## config.mk

```make
export PLATFORM = sky130hd
export DESIGN_NAME = eth_pcs_rx_ber_monitor
export DESIGN_NICKNAME = d
export VERILOG_FILES = /design/src/rtl/eth_pcs_rx_ber_monitor_pkg.sv /design/src/rtl/eth_pcs_rx_ber_monitor.sv
export SDC_FILE = /design/constraint.sdc
export NUM_CORES = 1
export LEC_CHECK = 0
export ABC_AREA = 1
export BUFFER_PORTS_ARGS = -buffer_cell sky130_fd_sc_hd__buf_2
export CAP_MARGIN = 10
export CELL_PAD_IN_SITES_DETAIL_PLACEMENT = 1
export CELL_PAD_IN_SITES_GLOBAL_PLACEMENT = 1
export CORE_MARGIN = 2
export CORE_UTILIZATION = 40
export CTS_CLUSTER_DIAMETER = 60
export DETAILED_ROUTE_END_ITERATION = 6
export GPL_ROUTABILITY_DRIVEN = 0
export MAX_ROUTING_LAYER = met4
export PLACE_DENSITY = 0.76
export SLEW_MARGIN = 20
export SYNTH_ARGS = -nofsm -noshare
export SYNTH_HDL_FRONTEND = slang
export SYNTH_SLANG_ARGS = --single-unit
```

## constraint.sdc

```tcl
create_clock -name i_clk -period 3.19 [get_ports i_clk]
set_input_delay 0.1595 -clock i_clk [delete_from_list [all_inputs] [get_ports i_clk]]
set_output_delay 0.1595 -clock i_clk [all_outputs]
set_load 0.05 [all_outputs]
```

## src/rtl/eth_pcs_rx_ber_monitor_pkg.sv

```systemverilog
// eth_pcs_rx_ber_monitor_pkg: sync-header codes, BER monitor defaults and state encoding
package eth_pcs_rx_ber_monitor_pkg;
    localparam logic [1:0] SYNC_DATA = 2'b01;
    localparam logic [1:0] SYNC_CTRL = 2'b10;
    localparam int BER_TIMER_CYCLES = 40283;
    localparam int BER_HI_THRESH = 16;
    localparam int W_WIN_CNT = 5;
    typedef enum logic [1:0] {BER_INIT, BER_TEST, BER_HI} ber_state_t;
    function automatic logic sync_hdr_bad(input logic [1:0] hdr);
        return hdr != SYNC_DATA && hdr != SYNC_CTRL;
    endfunction
endpackage

```

## src/rtl/eth_pcs_rx_ber_monitor.sv

```systemverilog
// eth_pcs_rx_ber_monitor: 10GBASE-R receive BER monitor with hi_ber, link status and management error counter
module eth_pcs_rx_ber_monitor
    import eth_pcs_rx_ber_monitor_pkg::*;
#(
    parameter int W_SYNC = 2,
    parameter int TIMER_CYCLES = BER_TIMER_CYCLES,
    parameter int HI_BER_THRESH = BER_HI_THRESH,
    parameter int W_BER_CNT = 6
) (
    input  logic                 i_clk,
    input  logic                 i_reset,
    input  logic                 i_rx_lock,
    input  logic                 i_hdr_valid,
    input  logic [W_SYNC-1:0]    i_hdr,
    input  logic                 i_ber_cnt_clr,
    output logic                 o_hi_ber,
    output logic                 o_pcs_status,
    output logic [W_BER_CNT-1:0] o_ber_count,
    output logic                 o_window_done
);
    localparam int W_TMR = TIMER_CYCLES > 1 ? $clog2(TIMER_CYCLES) : 1;
    ber_state_t state;
    logic [W_TMR-1:0] timer;
    logic [W_WIN_CNT-1:0] win_cnt;
    logic bad, expire, hit, cnt_inc;
    logic [W_BER_CNT-1:0] cnt_nxt;
    assign bad = i_hdr_valid && sync_hdr_bad(i_hdr);
    assign expire = timer == W_TMR'(TIMER_CYCLES - 1);
    assign hit = state == BER_TEST && bad && win_cnt == W_WIN_CNT'(HI_BER_THRESH - 1);
    assign cnt_inc = bad && i_rx_lock && state != BER_INIT;
    assign cnt_nxt = i_ber_cnt_clr ? W_BER_CNT'(cnt_inc)
                                   : o_ber_count + W_BER_CNT'(cnt_inc && !(&o_ber_count));
    always_ff @(posedge i_clk) begin
        if (i_reset) begin
            state         <= BER_INIT;
            timer         <= '0;
            win_cnt       <= '0;
            o_hi_ber      <= 1'b0;
            o_pcs_status  <= 1'b0;
            o_ber_count   <= '0;
            o_window_done <= 1'b0;
        end else begin
            o_pcs_status  <= i_rx_lock && !o_hi_ber;
            o_ber_count   <= cnt_nxt;
            o_window_done <= i_rx_lock && state != BER_INIT && expire;
            if (!i_rx_lock) begin
                state    <= BER_INIT;
                timer    <= '0;
                win_cnt  <= '0;
                o_hi_ber <= 1'b0;
            end else if (state == BER_INIT) begin
                state <= BER_TEST;
                timer <= W_TMR'(1);
            end else begin
                timer <= expire ? '0 : timer + W_TMR'(1);
                // a threshold hit on the expiry cycle still starts the new window in HI
                if (hit) begin
                    state    <= BER_HI;
                    o_hi_ber <= 1'b1;
                    win_cnt  <= '0;
                end else if (expire) begin
                    state   <= BER_TEST;
                    win_cnt <= '0;
                    if (state == BER_TEST) o_hi_ber <= 1'b0;
                end else if (state == BER_TEST && bad) begin
                    win_cnt <= win_cnt + W_WIN_CNT'(1);
                end
            end
        end
    end
endmodule

```

==> results.sh <==
export IMPL_slowest_stage="nand2_1"
export IMPL_cts_made_buffers=5
export IMPL_cp_cell_sequence="inv_1, ha_1, nand2_1, inv_1, nand2_1, nor2_1, nand2_2, nand2_1, a21oi_1, o21a_1"
export IMPL_grt_pass1_vias=1390
export IMPL_drtIter0Drc=35
export IMPL_vdd_ir_drop_max_mv=0.171
export IMPL_stdcell_count=290
export IMPL_start_util_pct=42.2
export IMPL_route_detailed_drc=0
export IMPL_synthCells=221
export IMPL_worst_path_max_fanout=14
export IMPL_cellLeakagePower_nw=0.760
export IMPL_worstMarginPinSlew_ns=0.525
export IMPL_setup_viol=0
export IMPL_antenna_found_initial=0
export IMPL_cp_slowest_stage_delay_ns=0.38
export IMPL_hold_buffers=0
export IMPL_required_ns=3.42
export IMPL_htreeDepth=2
export IMPL_synth_nets=234
export IMPL_finalClockSkew_ns=0.00330
export IMPL_totalPowerFinal_uw=757
export IMPL_fin_crit_ns=1.81
export IMPL_worstPathArrival_ns=2.03
export IMPL_placedInstanceArea_mm2=0.00170
export IMPL_nNetsFinal=254
export IMPL_rrSetupSlack_ns=1.38
export IMPL_synth_distinct_cells=26
export IMPL_clock_path_buffers=2
export IMPL_ios=16
export IMPL_die_w_um=66.9
export IMPL_cts_tree="built"
export IMPL_antenna_left=0
export IMPL_cts_root_buf="clkbuf_8"
export IMPL_rsz0062_at_grt="no"
export IMPL_grt_pass1_wl_um=6140
export IMPL_hold_end="o_ber_count[0]$_SDFF_PP0_"
export IMPL_routed_wl_um=3540
export IMPL_seq_area_frac_synth_pct=40.5
export IMPL_cts_repair_resized=0
export IMPL_clock_latency_ns=0.28
export IMPL_startpoint="timer[0]$_SDFF_PP0_"
export IMPL_ys_warnings_count=0
export IMPL_slew_headroom_pct=64.9
export IMPL_drive_above_1_share_pct=12.4
export IMPL_via_per_inst=4.94
export IMPL_drt_pass1_iterations=4
export IMPL_synth_area_per_cell_um2=7.16
export IMPL_route_vias_total=1433
export IMPL_endpoint_kind="register"
export IMPL_final_area_mm2=0.00179
export IMPL_period_share_pct=56.7
export IMPL_p_per_area_mw_per_mm2=423
export IMPL_wire_per_inst_um=12.2
export IMPL_hold_viol_final=0
export IMPL_antennaDiodeCount=0
export IMPL_path_clk_slew_ns=0.06
export IMPL_synth_area_mm2=0.00158
export IMPL_utilization_pct=47.8
export IMPL_final_common_cell="nand2_1"
export IMPL_tns_ns=0
export IMPL_criticalPathCategory="register to register"
export IMPL_hp_class="input port to register"
export IMPL_worstHoldStart="i_ber_cnt_clr"
export IMPL_reg2reg_to="timer[9]$_SDFF_PP0_"
export IMPL_maxCapViolCount=0
export IMPL_grt_use_total_pct=18.9
export IMPL_ys_ff_latch=32
export IMPL_syn_to_final_growth_pct=13.1
export IMPL_rows=22
export IMPL_fp_dieH_um=66.9
export IMPL_grt_max_degree=15
export IMPL_maxSlewViolCount=0
export IMPL_status="finished, final reports clean"
export IMPL_overflow=0
export IMPL_core_area_mm2=0.00374
export IMPL_synth_async_reset_ratio_pct=0
export IMPL_ys_flop_type="dfxtp_1"
export IMPL_clkSinkCount=32
export IMPL_ff2ff_path_depth=10
export IMPL_synth_edff_count=0
export IMPL_io_buffer_count=15
export IMPL_clock_fmax_ghz=0.553
export IMPL_dpl_hpwl_um=2670
export IMPL_startpoint_type="register"
export IMPL_dieArea_mm2=0.00447
export IMPL_path_common_cell="nand2_1"
export IMPL_post_cts_setup_buffers=0
export IMPL_hold_depth=2
export IMPL_final_cell_mix="nand2_1 (45), inv_1 (34), nor2_1 (34), dfxtp_1 (32), buf_2 (15)"
export IMPL_reg2reg_from="timer[0]$_SDFF_PP0_"
export IMPL_placed_cells=282
==> synth_stat cells (5+ instances only) <==
cell type | number | share of area [%]
nor2_1 | 34 | 8.1
xor2_1 | 7 | 3.9
nand3_1 | 13 | 4.1
nor3_1 | 6 | 1.9
inv_1 | 34 | 8.1
o21ai_0 | 5 | 1.6
nand2_1 | 45 | 11
nand4_1 | 6 | 2.4
dfxtp_1 | 32 | 41
ha_1 | 6 | 4.7
a21oi_1 | 12 | 3.8
==> logic make-up after synthesis <==
group | count (synthesis) | synth area share (%)
AO/OA/AOI/OAI | 23 | 8.62
XOR/XNOR | 8 | 4.43
adder cells (fa/ha/maj) | 6 | 4.75
buffers and inverters | 38 | 9.73
flip-flops | 32 | 40.5
AND/OR/NAND/NOR | 114 | 32.0
==> worst max-delay path by stage <==
stage / to / slack (ns)
5_1_grt: timer[9]$_SDFF_PP0_ / 1.14
3_3_place_gp: o_ber_count[4]$_SDFF_PP0_ / 1.44
3_5_place_dp: timer[9]$_SDFF_PP0_ / 1.37
6_report: timer[9]$_SDFF_PP0_ / 1.38
4_1_cts: timer[9]$_SDFF_PP0_ / 1.34
2_1_floorplan: o_ber_count[4]$_SDFF_PP0_ / 1.37
==> per-layer routing <==
metal  vias to the layer above  wire (µm)  track usage, %
met5                         -          0               -
met4                         0         84            8.67
met3                         9        124            5.07
met2                        21       1640            30.0
met1                       666       1690            22.2
li1                        737          -               -
==> power by group <==
part | switching [mW] | total (mW) | internal [mW] | leakage [nW]
Sequential | 0.00236 | 0.405 | 0.403 | 0.259
Clock | 0.145 | 0.321 | 0.176 | 0.0455
Combinational | 0.0220 | 0.0310 | 0.00905 | 0.455
Total | 0.169 | 0.757 | 0.588 | 0.760
==> critical path: cells and delay by family, from the launching register on <==
kind | cells | cell delay [ns]
AO/OA/AOI/OAI | 2 | 0.36
adder cells (fa/ha/maj) | 1 | 0.19
buffers and inverters | 2 | 0.11
flip-flops | 1 | 0.37
AND/OR/NAND/NOR | 5 | 0.72
==> through the flow <==
stage               setup slack, ns  hold slack, ns
CTS                            1.34          0.0806
global placement               1.44           0.369
global route                   1.14          0.0935
detailed placement             1.37           0.382
floorplan                      1.37           0.253
finish                         1.38          0.0853
==> state kept, by name (all words and copies together), names as in the netlist <==
name           count
state              2
timer             16
o_window_done      1
o_ber_count        6
o_hi_ber           1
o_pcs_status       1
win_cnt            5
==> final cells by class <==
class                   count  area (µm²)
clock buffers               8        90.1
repair buffers             15        75.1
inverters                  36         135
multi-input cells         151         787
fillers                   519        1960
flip-flops and latches     32         641
well taps                  48        60.1
No activity file was read; power rests on OpenSTA's default activity.
